**config.mk**
```make
export PLATFORM = sky130hd
export DESIGN_NAME = time_keeper_flat
export DESIGN_NICKNAME = d
export VERILOG_FILES = /design/src/rtl/time_keeper_if.sv /design/src/rtl/time_keeper.sv /design/src/flat_wrapper.sv
export SDC_FILE = /design/constraint.sdc
export NUM_CORES = 1
export LEC_CHECK = 0
export BUFFER_PORTS_ARGS = -buffer_cell sky130_fd_sc_hd__buf_4
export CAP_MARGIN = 30
export CORE_UTILIZATION = 25
export CTS_CLUSTER_SIZE = 40
export DETAILED_ROUTE_END_ITERATION = 6
export HOLD_SLACK_MARGIN = 0.05
export MAX_ROUTING_LAYER = met4
export SLEW_MARGIN = 20
export SYNTH_ARGS = -nofsm -noshare
export SYNTH_HDL_FRONTEND = slang
export SYNTH_SLANG_ARGS = --single-unit
export TNS_END_PERCENT = 50
```
**constraint.sdc**
```tcl
create_clock -name clk -period 4.19 [get_ports clk]
set_input_delay 0 -clock clk [delete_from_list [all_inputs] [get_ports clk]]
set_output_delay 0 -clock clk [all_outputs]
set_load 0.05 [all_outputs]
```
**src/rtl/time_keeper_if.sv**
```systemverilog
`timescale 1ns/1ps
// Load-port bundle for time_keeper: load request, candidate time and reject pulse.
interface time_keeper_if;
    logic       set_valid;
    logic [4:0] set_hour;
    logic [5:0] set_min;
    logic [5:0] set_sec;
    logic       set_err;

    modport master (output set_valid, set_hour, set_min, set_sec, input  set_err);
    modport slave  (input  set_valid, set_hour, set_min, set_sec, output set_err);
endinterface

```
**src/rtl/time_keeper.sv**
```systemverilog
`timescale 1ns/1ps
// Time-of-day counter with tick prescaler, rollover strobes and BCD display digits.
// Define TIME_KEEPER_SET_EN to enable the runtime load path through set_if.
module time_keeper #(
    parameter int unsigned INIT_HOUR = 0,
    parameter int unsigned INIT_MIN  = 0,
    parameter int unsigned INIT_SEC  = 0,
    parameter int unsigned TICK_DIV  = 1
) (
    input  logic         clk,
    input  logic         rst_n,
    input  logic         tick_in,
    input  logic         mode_12h,
    time_keeper_if.slave set_if,
    output logic [4:0]   hour,
    output logic [5:0]   min,
    output logic [5:0]   sec,
    output logic [3:0]   Ht,
    output logic [3:0]   Hu,
    output logic [3:0]   Mt,
    output logic [3:0]   Mu,
    output logic [3:0]   St,
    output logic [3:0]   Su,
    output logic         pm,
    output logic         sec_pulse,
    output logic         min_pulse,
    output logic         day_pulse
);

    localparam int unsigned PW = (TICK_DIV > 1) ? $clog2(TICK_DIV) : 1;
    localparam logic [PW-1:0] PRESC_LAST = PW'(TICK_DIV - 1);

    generate
        if (INIT_HOUR > 23 || INIT_MIN > 59 || INIT_SEC > 59 ||
            TICK_DIV < 1 || TICK_DIV > 65535) begin : g_bad_param
            $error("time_keeper: INIT_* or TICK_DIV parameter out of range");
        end
    endgenerate

    logic [4:0]    r_hour;
    logic [5:0]    r_min;
    logic [5:0]    r_sec;
    logic [PW-1:0] r_presc;
    logic          r_sec_pulse;
    logic          r_min_pulse;
    logic          r_day_pulse;
    logic          r_set_err;

    logic          w_load;
    logic          w_bad;
    logic          w_adv;
    logic [4:0]    w_disp_hour;

`ifdef TIME_KEEPER_SET_EN
    logic w_in_range;
    assign w_in_range = (set_if.set_hour <= 5'd23) && (set_if.set_min <= 6'd59) &&
                        (set_if.set_sec <= 6'd59);
    assign w_load = set_if.set_valid && w_in_range;
    assign w_bad  = set_if.set_valid && !w_in_range;
`else
    logic w_unused_set;
    assign w_unused_set = ^{set_if.set_valid, set_if.set_hour, set_if.set_min, set_if.set_sec};
    assign w_load = 1'b0;
    assign w_bad  = 1'b0;
`endif

    // A load request (good or bad) owns the cycle; the tick in that cycle is dropped.
    assign w_adv = tick_in && !w_load && !w_bad && (r_presc == PRESC_LAST);

    always_ff @(posedge clk or negedge rst_n) begin
        if (!rst_n) begin
            r_hour      <= 5'(INIT_HOUR);
            r_min       <= 6'(INIT_MIN);
            r_sec       <= 6'(INIT_SEC);
            r_presc     <= '0;
            r_sec_pulse <= 1'b0;
            r_min_pulse <= 1'b0;
            r_day_pulse <= 1'b0;
            r_set_err   <= 1'b0;
        end else begin
            r_sec_pulse <= 1'b0;
            r_min_pulse <= 1'b0;
            r_day_pulse <= 1'b0;
            r_set_err   <= w_bad;
            if (w_load) begin
                r_hour  <= set_if.set_hour;
                r_min   <= set_if.set_min;
                r_sec   <= set_if.set_sec;
                r_presc <= '0;
            end else if (tick_in && !w_bad) begin
                if (w_adv) begin
                    r_presc     <= '0;
                    r_sec_pulse <= 1'b1;
                    if (r_sec == 6'd59) begin
                        r_sec <= 6'd0;
                        if (r_min == 6'd59) begin
                            r_min       <= 6'd0;
                            r_min_pulse <= 1'b1;
                            if (r_hour == 5'd23) begin
                                r_hour      <= 5'd0;
                                r_day_pulse <= 1'b1;
                            end else begin
                                r_hour <= r_hour + 5'd1;
                            end
                        end else begin
                            r_min <= r_min + 6'd1;
                        end
                    end else begin
                        r_sec <= r_sec + 6'd1;
                    end
                end else begin
                    r_presc <= r_presc + PW'(1);
                end
            end
        end
    end

    // 12-hour view: 0 shows as 12, 13..23 fold down by 12.
    always_comb begin
        w_disp_hour = r_hour;
        if (mode_12h) begin
            if (r_hour == 5'd0) begin
                w_disp_hour = 5'd12;
            end else if (r_hour > 5'd12) begin
                w_disp_hour = r_hour - 5'd12;
            end
        end
    end

    assign Ht = 4'(w_disp_hour / 5'd10);
    assign Hu = 4'(w_disp_hour % 5'd10);
    assign Mt = 4'(r_min / 6'd10);
    assign Mu = 4'(r_min % 6'd10);
    assign St = 4'(r_sec / 6'd10);
    assign Su = 4'(r_sec % 6'd10);
    assign pm = (r_hour >= 5'd12);

    assign hour           = r_hour;
    assign min            = r_min;
    assign sec            = r_sec;
    assign sec_pulse      = r_sec_pulse;
    assign min_pulse      = r_min_pulse;
    assign day_pulse      = r_day_pulse;
    assign set_if.set_err = r_set_err;

endmodule

```
**src/flat_wrapper.sv**
```systemverilog
// flat-port wrapper written by rule: the top's interface ports become plain ports
module time_keeper_flat 
#(
    parameter int unsigned INIT_HOUR = 0,
    parameter int unsigned INIT_MIN  = 0,
    parameter int unsigned INIT_SEC  = 0,
    parameter int unsigned TICK_DIV  = 1
)
  (clk, rst_n, tick_in, mode_12h, hour, min, sec, Ht, Hu, Mt, Mu, St, Su, pm, sec_pulse, min_pulse, day_pulse, set_if_set_valid, set_if_set_hour, set_if_set_min, set_if_set_sec, set_if_set_err);
  time_keeper_if set_if_i ();
  input  logic clk;
  input  logic rst_n;
  input  logic tick_in;
  input  logic mode_12h;
  output logic [4:0] hour;
  output logic [5:0] min;
  output logic [5:0] sec;
  output logic [3:0] Ht;
  output logic [3:0] Hu;
  output logic [3:0] Mt;
  output logic [3:0] Mu;
  output logic [3:0] St;
  output logic [3:0] Su;
  output logic pm;
  output logic sec_pulse;
  output logic min_pulse;
  output logic day_pulse;
  input wire logic [$bits(set_if_i.set_valid)-1:0] set_if_set_valid;
  input wire logic [$bits(set_if_i.set_hour)-1:0] set_if_set_hour;
  input wire logic [$bits(set_if_i.set_min)-1:0] set_if_set_min;
  input wire logic [$bits(set_if_i.set_sec)-1:0] set_if_set_sec;
  output wire logic [$bits(set_if_i.set_err)-1:0] set_if_set_err;
  assign set_if_i.set_valid = set_if_set_valid;
  assign set_if_i.set_hour = set_if_set_hour;
  assign set_if_i.set_min = set_if_set_min;
  assign set_if_i.set_sec = set_if_set_sec;
  assign set_if_set_err = set_if_i.set_err;
  time_keeper #(.INIT_HOUR(INIT_HOUR), .INIT_MIN(INIT_MIN), .INIT_SEC(INIT_SEC), .TICK_DIV(TICK_DIV)) u_core (.clk(clk), .rst_n(rst_n), .tick_in(tick_in), .mode_12h(mode_12h), .set_if(set_if_i), .hour(hour), .min(min), .sec(sec), .Ht(Ht), .Hu(Hu), .Mt(Mt), .Mu(Mu), .St(St), .Su(Su), .pm(pm), .sec_pulse(sec_pulse), .min_pulse(min_pulse), .day_pulse(day_pulse));
endmodule
```
==> metrics.cfg <==
[synthesis]
synth_top_area_cell = dfrtp_1
synthTopCellsByCount = dfrtp_1 (21), nand2_1 (17), ha_1 (16), nor2_1 (16), xnor2_1 (13)
yosysMostFrequentCell = dfrtp_1
synth_cells = 218
synth.ff_latch_count = 21
synth_seq_area_share_pct = 26.62
ys_types = 65
syn_area_mm2 = 0.001974
synthFlopType = dfrtp_1
synth_edf_count = 0
yosysWarningCount = 0
synth_area_leaders = dfrtp_1 (27%), ha_1 (10%), xnor2_1 (5.8%), nand2_1 (3.2%), nor2_1 (3.0%)
synth_top_area_share_pct = 26.62
syn_avg_cell_area_um2 = 9.057
ys_async_sr_fraction_pct = 100.0

[finish]
antenna_cells = 0
multi_input_area_mm2 = 0.001297
final_cell_count_no_fill = 357
drive_gt1_share_pct = 24.31
syn_to_final_growth_pct = 21.67
seqCellArea_um2 = 525.5
final_nets = 294
nFillCells = 832
final_core_util_pct = 31.25

[flow_run]
maxCapViolations = 0

[place]
place_inst = 351
hpwl_um = 3135
gp_congestion = 0.7492
io_buffers = 44

[power_and_ir_drop]
power.switching_uw = 836.0
p_seq_share_pct = 21.5
p_sw_share_pct = 57.09
clkPwrFrac_pct = 9.0
p_per_area_mw_per_mm2 = 609.5
comb_power_share_pct = 69.4
p_leak_nw = 1.125
p_int_uw = 628.2
peakVddDrop_uv = 585.2

[global_routing]
grt_pass1_wl_um = 6548
antenna_found_initial = 0
grt_usage_pct = 9.751
globalRoute.totalOverflow = 0
grt_pass1_vias = 1395
grt_max_degree = 22

[cts]
clkSinkCount = 21
cts_tree = done
htree_levels = 1
clk_pin_slew_ps = 80
root_buffer = clkbuf_8
clk_latency_ps = 260
clk_path_buf_depth = 2
cts_buffers = 3
ctsResizeCount = 0

[sta]
rsz0062_at_grt = no
fin_crit_sh_pct = 77.33
finalSetupTns_ps = 0
worst_pin_slew_ps = 532.0
fmax_mhz = 308.6
setup_viol = 0
clock_skew_ps = 4.649
maxSlewViolCount = 0
max-slew-margin-rel_pct = 64.54
period_minus_slack_ps = 3240
hold_viol_final = 0

[critical_path]
cp_slowest_cell = dfrtp_1
path_cells = inv_1 -> ha_1 -> nand3b_1 -> o22ai_2 -> and2_1 -> ha_1 -> inv_1 -> o211a_4 -> or3_4 -> o211ai_2 -> buf_4
critPathMaxFanout = 13
critPathArrivalTime_ps = 3240
max_stage_delay_ps = 590
cp.required_ps = 4190
start_kind = register
reg2reg_depth = 5
crit_type = reg -> out
end_kind = primary output

[die]
core_area_mm2 = 0.007687
ios = 68
dieArea_mm2 = 0.008257
die_h_um = 90.87
rows = 32
start_util_pct = 25.68
die_w_um = 90.87

[routing]
drtIter0Drc = 42
wirelength_um = 4082
via_per_inst = 4.619
vias = 1649
drt_first_pass_iters = 4
drt_drc_violations_left = 0
wire_per_inst_um = 11.43
ant_nets = 0

[status]
status = complete, no violations

[worst_hold_path]
hp-class = in -> async

-- power by group through the flow --
stage	Clock, mW	Sequential (mW)	Combinational (mW)
final	0.132	0.316	1.02
after global routing	0.145	0.326	1.07
after CTS	0.136	0.316	1.03
after detailed placement	0	0.320	1.02
after global placement	0	0.320	1.02
after floorplan	0	0.415	0.681
-- cells in the final DEF (no fill, tap or decap), drive strengths merged, types with 2 or more instances in the layout --
cell,n
a21boi,3
a21o,2
a21oi,6
a22o,2
a31oi,3
and2,3
and2b,2
and3,7
and4,2
buf,45
clkbuf,4
conb,5
dfrtp,21
dlygate4sd3,2
ha,16
inv,13
mux2,2
mux2i,5
nand2,17
nand2b,7
nand3,2
nand4b,2
nor2,16
nor2b,4
nor3,4
nor4,2
o2111ai,3
o211ai,3
o21ai,12
o22ai,2
o32ai,2
xnor2,13
xor2,2
-- through the flow --
stage	setup slack (ps)	hold slack, ps	total power, mW	cell area, um^2
floorplan	506.8	-295.6	1.096	1989
global placement	1285	-95.90	1.338	2337
detailed placement	1228	-94.67	1.343	2337
CTS	943.8	171.5	1.480	2402
global route	739.5	182.1	1.545	2402
finish	949.7	162.0	1.464	2402
-- flip-flops by register name (all words and copies together) (netlist names) --
| name | cells |
|---|---|
| u_core.min | 6 |
| u_core.sec | 6 |
| u_core.hour | 5 |
| u_core.day_pulse | 1 |
| u_core.min_pulse | 1 |
| u_core.r_presc | 1 |
| u_core.sec_pulse | 1 |
-- timing repair --
item	CTS	global route
setup endpoints to repair	0	0
hold buffers	2	0
buffers inserted	0	0
endpoints found under the hold margin	22	0
-- critical path, delay by kind of cell (launching register included) --
family	cells	cell delay (ps)
AO/OA/AOI/OAI	3	770
adder cells (fa/ha/maj)	2	470
flip-flops	1	590
buffers and inverters	3	390
AND/OR/NAND/NOR	3	760
-- path summary, 6_finish.rpt --
check	startpoint	end	slack, ps
setup / recovery	u_core.hour[2]	Hu[1]	950
hold / removal	rst_n	u_core.r_presc	160
setup reg to reg	u_core.min[3]	u_core.hour[2]	1970
hold reg to reg	u_core.r_presc	u_core.r_presc	530
max in group asynchronous	rst_n	u_core.day_pulse	3810
min in group clk	tick_in	u_core.r_presc	450
-- cell type report --
class / instances / share of cell area, %
clock buffers: 4 / 1.875
multi-input cells: 170 / 54.01
inverters: 13 / 2.031
flip-flops and latches: 21 / 21.88
repair buffers: 47 / 14.90
well taps: 102 / 5.312
-- logic make-up after synthesis --
family	count (synthesis)	synth area share, %
buf+inv	31	8.428
flops	21	26.62
mux	7	3.676
other cells	1	0.1899
fa+ha+maj	17	10.65
compound gates	51	22.18
simple gates	75	21.61
xor+xnor	15	6.654
-- layer usage --
| layer | GRT usage, % | wire (um) |
|---|---|---|
| met3 | 1.263 | 135 |
| met5 | - | 0 |
| met2 | 16.67 | 1958 |
| met4 | 1.587 | 12 |
| met1 | 12.49 | 1977 |
Power figures use the tool's default switching activity.
